`src/rtl/serial_byte_collector.sv`:
```
// Assembles framed serial bits (8 data bits plus optional parity) into a byte.
// A single-cycle load strobe is issued only for clean frames.
module serial_byte_collector #(
  parameter string BIT_ORDER = "MSB",
  parameter string PARITY    = "NONE"
) (
  input  logic       clk,
  input  logic       rst,
  input  logic       frame_start,
  input  logic       sin,
  input  logic       sin_valid,
  output logic       load,
  output logic [7:0] load_value,
  output logic       busy,
  output logic       parity_err
);

  typedef enum logic [1:0] {S_IDLE, S_DATA, S_PAR} state_e;

  localparam bit MSB_FIRST = (BIT_ORDER != "LSB");
  localparam bit HAS_PAR   = (PARITY != "NONE");
  localparam bit ODD_PAR   = (PARITY == "ODD");

  state_e      state_q;
  logic [7:0]  sreg_q, sreg_d;
  logic [2:0]  cnt_q;
  logic        load_q, busy_q, perr_q;
  logic [7:0]  lv_q;
  logic        par_x, par_ok;

  assign sreg_d = MSB_FIRST ? {sreg_q[6:0], sin} : {sin, sreg_q[7:1]};
  assign par_x  = ^{sreg_q, sin};
  assign par_ok = ODD_PAR ? par_x : ~par_x;

  always_ff @(posedge clk) begin
    if (rst) begin
      state_q <= S_IDLE;
      sreg_q  <= '0;
      cnt_q   <= '0;
      load_q  <= 1'b0;
      lv_q    <= '0;
      busy_q  <= 1'b0;
      perr_q  <= 1'b0;
    end else begin
      load_q <= 1'b0;
      perr_q <= 1'b0;
      // frame_start takes priority in every state, including the final-bit edge
      if (frame_start) begin
        state_q <= S_DATA;
        sreg_q  <= '0;
        cnt_q   <= '0;
        busy_q  <= 1'b1;
      end else begin
        case (state_q)
          S_DATA: if (sin_valid) begin
            sreg_q <= sreg_d;
            cnt_q  <= cnt_q + 3'd1;
            if (cnt_q == 3'd7) begin
              if (HAS_PAR) begin
                state_q <= S_PAR;
              end else begin
                state_q <= S_IDLE;
                busy_q  <= 1'b0;
                load_q  <= 1'b1;
                lv_q    <= sreg_d;
              end
            end
          end
          S_PAR: if (sin_valid) begin
            state_q <= S_IDLE;
            busy_q  <= 1'b0;
            if (par_ok) begin
              load_q <= 1'b1;
              lv_q   <= sreg_q;
            end else begin
              perr_q <= 1'b1;
            end
          end
          default: ;
        endcase
      end
    end
  end

  assign load       = load_q;
  assign load_value = lv_q;
  assign busy       = busy_q;
  assign parity_err = perr_q;

endmodule

```
`config.mk`:
```
export PLATFORM = sky130hd
export DESIGN_NAME = serial_byte_collector
export DESIGN_NICKNAME = d
export VERILOG_FILES = /design/src/rtl/serial_byte_collector.sv
export SDC_FILE = /design/constraint.sdc
export NUM_CORES = 1
export LEC_CHECK = 0
export BUFFER_PORTS_ARGS = -buffer_cell sky130_fd_sc_hd__clkbuf_2
export CAP_MARGIN = 40
export CORE_ASPECT_RATIO = 0.7
export CORE_MARGIN = 5
export CORE_UTILIZATION = 45
export DETAILED_ROUTE_END_ITERATION = 12
export PLACE_DENSITY_LB_ADDON = 0.3
export SLEW_MARGIN = 20
export SYNTH_ARGS = -nofsm -noshare
export SYNTH_HDL_FRONTEND = slang
export SYNTH_SLANG_ARGS = --single-unit
export TNS_END_PERCENT = 50
```
`constraint.sdc`:
```
create_clock -name clk -period 2.6 [get_ports clk]
set_input_delay 0.26 -clock clk [delete_from_list [all_inputs] [get_ports clk]]
set_output_delay 0.26 -clock clk [all_outputs]
set_load 0.02 [all_outputs]
```
==> results of run 1 <==
## stage by stage
stage          setup WS [ns]  cells  power [W]  instance area (sq um)  util (%)
6_report               1.089    123  0.0006010                   1049     54.63
5_1_grt               0.9326    123  0.0006286                   1049     54.63
4_1_cts                1.065    123  0.0006105                   1049     54.63
3_5_place_dp           1.090    119  0.0003518                  996.0     51.89
3_3_place_gp           1.122    119  0.0003508                  996.0     51.89
2_1_floorplan          1.373     90  0.0003453                  944.7         -
## logic make-up after synthesis
kind of cell	Yosys count	share of synthesized area, %
muxes	8	8.477
and+or+nand+nor	29	18.68
adders and majority gates	2	2.649
DFF	20	42.38
other	1	0.3970
buffers and inverters	8	5.695
AOI/OAI and AO/OA	22	21.72
## power by group through the flow
stage,Clock [W],Sequential (W),Combinational (W)
finish,0.000256,0.000309,0.0000358
global route,0.000279,0.000310,0.0000399
CTS,0.000265,0.000309,0.0000359
detailed placement,0,0.000316,0.0000357
global placement,0,0.000316,0.0000349
floorplan,0,0.000318,0.0000276
## worst max-delay path: stages (launching register included)
cell	delay, ns
dfxtp_1	0.38
ha_1	0.16
ha_1	0.15
and4b_1	0.51
mux2i_1	0.23
## worst max-delay path by stage
| stage | from | end | slack, ns | depth (start not counted) |
|---|---|---|---|---|
| after floorplan | cnt_q[0] | load | 1.37 | 5 |
| after global placement | sin_valid | load_value[3] | 1.12 | 3 |
| after detailed placement | sin_valid | load_value[2] | 1.09 | 3 |
| after CTS | cnt_q[0] | load_value[2] | 1.07 | 4 |
| after global routing | cnt_q[0] | load_value[2] | 0.93 | 4 |
| final | cnt_q[0] | load_value[2] | 1.09 | 4 |
## cell usage after synthesis
cell type and n:
buf_6 2, nand3_1 9, conb_1 1, clkbuf_1 1
nand2b_1 16, a21boi_1 1, ha_1 2, buf_2 4
o21ba_1 1, mux2i_1 8, dfxtp_1 20, nand3b_1 1
and2b_1 1, or2_1 1, buf_4 1, a21oi_2 10
a21bo_2 10, and4b_1 1
## layer usage
metal | GRT usage (%) | routed length, um | up-vias
li1 | - | - | 325
met1 | 14.70 | 783 | 281
met2 | 17.83 | 729 | 12
met3 | 5.069 | 88 | 2
met4 | 3.158 | 12 | 0
met5 | 0 | 0 | -
## registers in the layout, indices dropped and copies added, names as in the netlist
register	cells
load	1
sreg_q	7
cnt_q	3
state_q	1
load_value	8
## area by class of cell
| class | instances | area share (%) |
|---|---|---|
| Clock inverter | 1 | 2.864 |
| Sequential cell | 20 | 38.19 |
| Clock buffer | 3 | 2.148 |
| Tap cell | 22 | 2.625 |
| Multi-Input combinational cell | 62 | 46.78 |
| Timing Repair Buffer | 15 | 7.399 |
==> impl_metrics.toml, run 1 <==
[cells_and_area]
multiInputGateArea_sq_um = 490.5
drive_gt1_share_pct = 38.61
fillerInstances = 188
synthToLayoutAreaGrowth_pct = 10.99
final-seq-area_sq_um = 400.4
nets = 109
layout_commonest_cell = "dfxtp_1"
final_cell_mix = "dfxtp_1, nand2b_1, clkbuf_2, a21bo_2, a21oi_2"
num_antenna_cells = 0

[yosys]
ys_types = 18
yosysSeqAreaShare_pct = 42.38
synth_top_area_share_pct = 42.38
synth_nets = 97
synth_warnings = 0
ys_seq_elements = 20
netlist_top_cells_area = "dfxtp_1, a21bo_2, nand2b_1, a21oi_2, mux2i_1"
synthCells = 90
yosys.area.top_type = "dfxtp_1"
syn_avg_cell_area_sq_um = 10.50
syn_area_sq_um = 944.7

[drt]
antenna_left = 0
drt-initial-drc-count = 30
drc = 0
wire_per_inst_um = 13.12
totalWireLength_mm = 1.614
vias = 620
drt_pre_antenna_iters = 4
avgViaCountPerCell = 5.041

[worst_setup_path]
worst_setup_path_end_kind = "register"
arrival_ns = 1.75
worstRegToRegCells = 4
r2r-start = "cnt_q[0]"
critPathRequiredTime_ns = 2.84
worstPathMaxFanout = 9
critical_path.startpoint_type = "register"
path_class = "register to register"
r2r_end = "load_value[2]"
reg2reg_slack_ns = 1.09

[cts]
cts_tree = "built"
hold_buffers = 0
cts_sinks = 20
clock_tree.root_cell = "clkbuf_4"
cts.clk_slew.worst_paths_ns = 0.12
clock_latency_ns = 0.31
post_cts_buffers = 0
numCtsBuffers = 3
cts-resized-gates = 0
h-tree-depth = 1
max-clock-path-buffers = 2

[pwr]
clkPwrFrac_pct = 42.6
seq_power_share_pct = 51.4
p_comb_share_pct = 6.0
power_density_nw_per_um2 = 573.2
internal_power_w = 0.0004761
leakagePower_nw = 0.3901
p_sw_share_pct = 20.78
switchingPower_w = 0.0001249
ir_worst_vdd_mv = 0.3406

[timing]
hold_violations = 0
setup_tns_ns = 0
worst_pin_slew_ns = 0.5391
period_needed_ns = 1.511
setup_viol = 0
skew_ns = 0.007290
max_clock_freq_mhz = 662.0
slew_headroom_pct = 64.06
rsz0062_at_grt = "no"
period_share_pct = 58.10
timing.final.max_slew_violations = 0
holdWs_ns = 0.1966

[global_route]
grt_usage_pct = 11.61
grt_pass1_vias = 637
antenna_found_initial = 0
grt_pass1_wl_mm = 2.870
grt_max_degree = 24
overflow = 0

[run]
maxCapViolCount = 0

[worst_hold_path]
hold_path_end = "state_q[0]"
min_path_type = "input pin to register"
hold_path_depth = 2
hp-start = "frame_start"

[die]
core_sq_um = 1919
die_w_um = 64.76
io_pins = 16
die_h_um = 48.34
die_area_sq_um = 3130
rows = 13
initial_utilization_pct = 49.22

[placement]
io_buffers = 14
dp_hpwl_mm = 1.141
gp_congestion = 0.7196

[status]
status = "complete, no violations"
Note: power is estimated with default switching activity, not from simulation.
==> run 2: changes to the inputs <==
--- a/config.mk
+++ b/config.mk
@@ -5,6 +5,7 @@
 export SDC_FILE = /design/constraint.sdc
 export NUM_CORES = 1
 export LEC_CHECK = 0
+export ABC_AREA = 1
 export BUFFER_PORTS_ARGS = -buffer_cell sky130_fd_sc_hd__clkbuf_2
 export CAP_MARGIN = 40
 export CORE_ASPECT_RATIO = 0.7
==> constraint.sdc (replaced) <==
create_clock -name clk -period 1.2 [get_ports clk]
set_input_delay 0.12 -clock clk [delete_from_list [all_inputs] [get_ports clk]]
set_output_delay 0.12 -clock clk [all_outputs]
set_load 0.02 [all_outputs]
==> impl_metrics.toml, run 2 <==
[pwr]
leakagePower_nw = 0.4125
internal_power_w = 0.0008866
seq_power_share_pct = 58.8
p_sw_share_pct = 23.67
p_comb_share_pct = 7.8
switchingPower_w = 0.0002750
clkPwrFrac_pct = 33.5
power_density_nw_per_um2 = 1178
ir_worst_vdd_mv = 0.7619

[placement]
dp_hpwl_mm = 1.145
post-place-cells = 138
io_buffers = 14
gp_congestion = 0.7801

[drt]
top_layer = "met3"
wire_per_inst_um = 11.01
antenna_left = 0
drt-initial-drc-count = 14
avgViaCountPerCell = 4.648
drt_pre_antenna_iters = 3
route.met2.wl_um = 677
drc = 0
totalWireLength_mm = 1.563
vias = 660
wl_met1_um = 766
met3WireLength_um = 119

[global_route]
grt_pass1_wl_mm = 2.580
overflow = 0
grt_usage_pct = 12.46
grt_pass1_vias = 628
grt_max_degree = 15
antenna_found_initial = 0

[yosys]
yosys.area.top_type = "dfxtp_1"
synth_warnings = 0
ys_seq_elements = 20
synth_top_area_share_pct = 47.83
syn_area_sq_um = 837.1
synth_nets = 111
ys_types = 19
yosysSeqAreaShare_pct = 47.83
netlist_top_cells_area = "dfxtp_1, nor2_1, nand2_1, nor2_4, nor3_2"
synthCells = 104
synthArstFlopShare_pct = 0
syn_avg_cell_area_sq_um = 8.049
synth.most_common_cell = "nor2_1"
synth_edf_count = 0
synthTopCellsByCount = "nor2_1, dfxtp_1, nand2_1"
yosys_most_used_dff = "dfxtp_1"

[worst_setup_path]
r2r-start = "cnt_q[0]"
critical_path.startpoint_type = "register"
worstPathCellList = "ha_4 -> ha_4 -> inv_2 -> nor2_4 -> nand3_2 -> nand2_1 -> nor2_1"
path_class = "register to register"
crit_top_cell = "ha_4"
worstPathMaxFanout = 8
cp_slowest_stage_delay_ns = 0.37
worst_setup_path_end_kind = "register"
startpoint = "cnt_q[0]"
arrival_ns = 1.40
critPathRequiredTime_ns = 1.41
critical-path-slowest-cell = "dfxtp_2"

[run]
maxCapViolCount = 0

[cells_and_area]
largest_reg_flops = 8
layout_commonest_cell = "nor2_1"
nets = 128
synthToLayoutAreaGrowth_pct = 17.79
final_cell_mix = "nor2_1, nand2_1, dfxtp_1, clkbuf_2, inv_1"
drive_gt1_share_pct = 32.50
finalNonFillerCells = 142
num_antenna_cells = 0
fillerInstances = 180
multiInputGateArea_sq_um = 407.9
fin_util_pct = 54.61
final-seq-area_sq_um = 402.9

[cts]
hold_buffers = 0
clock_tree.root_cell = "clkbuf_4"
clock_latency_ns = 0.30
h-tree-depth = 1
cts_tree = "built"
cts.clk_slew.worst_paths_ns = 0.11
cts_sinks = 20
numCtsBuffers = 3
max-clock-path-buffers = 2

[die]
rows = 13
die_area_sq_um = 2837
initial_utilization_pct = 46.36
die_h_um = 46.09
core_sq_um = 1805
io_pins = 16
die_w_um = 61.55

[status]
status = "complete, no violations"

[worst_hold_path]
hp-start = "rst"
min_path_type = "input pin to register"

[timing]
timing.final.max_slew_violations = 0
rsz0062_at_grt = "yes"
setup_viol = 0
period_share_pct = 99.25
skew_ns = 0.002389
period_needed_ns = 1.191
hold_violations = 0
max_clock_freq_mhz = 839.7
[run 2: cell count changes in the layout (fill, tap and decap cells not counted), sizes merged, moves of 6 or more]
cell    previous run  this run
inv                0         9
a21bo             10         0
nor2               0        32
a21oi             10         4
nand2              0        20
nand2b            16         0
mux2i              8         0
[run 2: area by class of cell]
| cell class | count | area share (%) |
|---|---|---|
| inverters | 9 | 3.426 |
| clock buffers | 4 | 3.680 |
| flip-flops and latches | 20 | 40.86 |
| multi-input cells | 72 | 41.37 |
| repair buffers | 15 | 7.868 |
| well taps | 22 | 2.792 |
[run 2: routing by layer]
metal | global-route usage (%) | vias up
met1 | 16.16 | 292
met3 | 5.882 | 0
met5 | 0 | -
met4 | 0 | 0
met2 | 20.25 | 16
li1 | - | 352
[run 2: cell families after synthesis]
| group | after synthesis | synth area share [%] |
|---|---|---|
| adder cells (fa/ha/maj) | 2 | 2.989 |
| other | 1 | 0.4480 |
| buffers and inverters | 12 | 7.624 |
| XOR/XNOR | 1 | 1.047 |
| AND/OR/NAND/NOR | 60 | 35.27 |
| flip-flops | 20 | 47.83 |
| AO/OA/AOI/OAI | 8 | 4.783 |
[run 2: repair_timing]
| action | in CTS | in global routing |
|---|---|---|
| pin swaps | 2 | 2 |
| endpoints found under the setup margin | 8 | 8 |
| endpoints found under the hold margin | 0 | 0 |
| resized for setup | 9 | 0 |
| setup buffers | 0 | 0 |
[run 2: final timing paths]
path,endpoint,slack (ns),cells after the start
setup / recovery,load_value[1],0.009,7
hold / removal,state_q[0],0.03,2
setup reg to reg,load_value[1],0.009,7
hold reg to reg,sreg_q[1],0.47,2
[run 2: through the flow]
step	setup slack (ns)	total power (W)	setup TNS (ns)	instance area, sq um	hold WS [ns]
after floorplan	0.06409	0.0007660	0	837.1	0.1891
after global placement	-0.01267	0.0007824	-0.01358	912.1	0.3445
after detailed placement	-0.02427	0.0007841	-0.07358	912.1	0.3455
after CTS	0.02262	0.001172	0	985.9	0.01828
after global routing	-0.05497	0.001213	-0.2896	985.9	0.03829
final	0.009039	0.001162	0	985.9	0.02869
[run 2: critical path, delay by kind of cell, from the launching register on]
family                   cells  cell delay [ns]
adder cells (fa/ha/maj)      2             0.27
flip-flops                   1             0.37
AND/OR/NAND/NOR              4             0.41
buffers and inverters        1             0.04
[run 2: power groups by stage]
stage                     Combinational [W]  Sequential, W  Clock (W)
after floorplan                   0.0000676       0.000698          0
after global placement            0.0000867       0.000696          0
after detailed placement          0.0000876       0.000696          0
after CTS                         0.0000896       0.000683   0.000399
after global routing               0.000101       0.000684   0.000428
final                             0.0000903       0.000683   0.000389
==> run 3: changes to the inputs <==
--- a/config.mk
+++ b/config.mk
@@ -10,7 +10,8 @@
 export CAP_MARGIN = 40
 export CORE_ASPECT_RATIO = 0.7
 export CORE_MARGIN = 5
-export CORE_UTILIZATION = 45
+export CORE_UTILIZATION = 39
+export CTS_CLUSTER_SIZE = 8
 export DETAILED_ROUTE_END_ITERATION = 12
 export PLACE_DENSITY_LB_ADDON = 0.3
 export SLEW_MARGIN = 20
==> impl_metrics.toml, run 3 (same netlist as run 2, synthesis figures left out) <==
[placement]
gp_congestion = 0.7286
dp_hpwl_mm = 1.131
io_buffers = 14
place_area_sq_um = 922.1

[worst_hold_path]
hp-start = "rst"
min_path_type = "input pin to register"
hold_path_end = "state_q[0]"
hold_path_depth = 2

[drt]
drc = 0
drt_pre_antenna_iters = 4
wire_per_inst_um = 10.75
vias = 666
totalWireLength_mm = 1.570
avgViaCountPerCell = 4.562
antenna_left = 0
drt-initial-drc-count = 9

[timing]
max_clock_freq_mhz = 835.8
setup_viol = 0
period_needed_ns = 1.196
period_share_pct = 99.71
skew_ns = 0.001145
rsz0062_at_grt = "yes"
timing.final.max_slew_violations = 0
holdWs_ns = 0.02998
hold_violations = 0

[worst_setup_path]
worstPathMaxFanout = 8
path_class = "register to register"
arrival_ns = 1.40
worst_setup_path_end_kind = "register"
r2r_end = "load_value[1]"
crit_top_cell = "ha_4"
critical-path-slowest-cell = "dfxtp_2"
r2r-start = "cnt_q[1]"
worstRegToRegCells = 7
cp_slowest_stage_delay_ns = 0.37
worstPathCellList = "ha_4 -> ha_4 -> inv_2 -> nor2_4 -> nand3_2 -> nand2_1 -> nor2_1"
critPathRequiredTime_ns = 1.41
reg2reg_slack_ns = 0.004
critical_path.startpoint_type = "register"

[pwr]
ir_worst_vdd_mv = 0.6265
power_w = 0.001092
power_density_nw_per_um2 = 1084
leakagePower_nw = 0.4217

[global_route]
grt_usage_pct = 10.61
use_met3_pct = 6.481
met1_usage_pct = 13.24
grt_pass1_wl_mm = 2.601
overflow = 0
gr-usage-met2_pct = 15.63
grt_pass1_vias = 596
grt_max_degree = 15
antenna_found_initial = 0
top_usage_layer = "met2"

[cts]
clock_tree.root_cell = "clkbuf_4"
h-tree-depth = 1
cts_tree = "built"
cts.clk_slew.worst_paths_ns = 0.11
max-clock-path-buffers = 2
hold_buffers = 0
cts_sinks = 20
numCtsBuffers = 3
clock_latency_ns = 0.30

[die]
die_h_um = 48.76
die_area_sq_um = 3187
initial_utilization_pct = 39.82
core_sq_um = 2102
io_pins = 16
rows = 14
die_w_um = 65.37

[cells_and_area]
largest_reg_flops = 8
layout_commonest_cell = "nor2_1"
drive_gt1_share_pct = 35.25
synthToLayoutAreaGrowth_pct = 20.33
nets = 131
final_area_sq_um = 1007
final_cell_mix = "nor2_1, nand2_1, dfxtp_1, clkbuf_2, inv_1"
num_antenna_cells = 0

[status]
status = "complete, no violations"

[run]
maxCapViolCount = 0
-- run 3: worst max-delay path by stage --
stage                   from            end  slack [ns]  depth (start not counted)
floorplan           cnt_q[0]  load_value[0]        0.06                          7
global placement    cnt_q[0]  load_value[1]       -0.01                          7
detailed placement  cnt_q[0]  load_value[2]       -0.06                          7
CTS                 cnt_q[1]  load_value[2]      -0.004                          7
global route        cnt_q[1]  load_value[0]       -0.06                          7
finish              cnt_q[1]  load_value[1]       0.004                          7
-- run 3: layout make-up --
cell class / count / area, sq um
tap: 24 / 30.03
fill: 227 / 1095
inverter: 9 / 33.78
clock buffer: 3 / 22.52
timing repair buffer: 18 / 100.1
sequential: 20 / 402.9
multi-input combinational: 72 / 417.9
-- run 3: what timing repair did --
| action | in CTS | in global routing |
|---|---|---|
| endpoints found under the setup margin | 8 | 8 |
| resized for setup | 11 | 0 |
| setup buffers | 1 | 1 |
| pin swaps | 3 | 5 |
-- run 3: through the flow --
step                      std cells  setup TNS (ns)  worst slack [ns]  utilization, %
after global routing            146         -0.4414          -0.06361           47.92
after detailed placement        141         -0.3400          -0.06474           43.87
final                           146               0          0.003518           47.92
after floorplan                 104               0           0.06409               -
after global placement          141        -0.01226          -0.01226           43.87
after CTS                       145       -0.003913         -0.003913           47.56
-- run 3: where the power goes --
part	switching (W)	internal (W)	leakage [nW]
logic	0.0000633	0.0000292	0.245
registers	0.00000827	0.000674	0.163
clock network	0.000200	0.000117	0.0138
total	0.000272	0.000820	0.422
-- run 3: routing by layer --
metal	part of all wire (%)	routed length, um	vias up
met4	0	0	0
met1	50	786	299
met3	8.1	127	0
met5	0	0	-
met2	42	656	14
li1	-	-	353
-- run 3: critical path, delay by kind of cell, from the launching register on --
| family | cells | cell delay (ns) |
|---|---|---|
| flip-flops | 1 | 0.37 |
| adder cells (fa/ha/maj) | 2 | 0.28 |
| AND/OR/NAND/NOR | 4 | 0.42 |
| buffers and inverters | 1 | 0.04 |
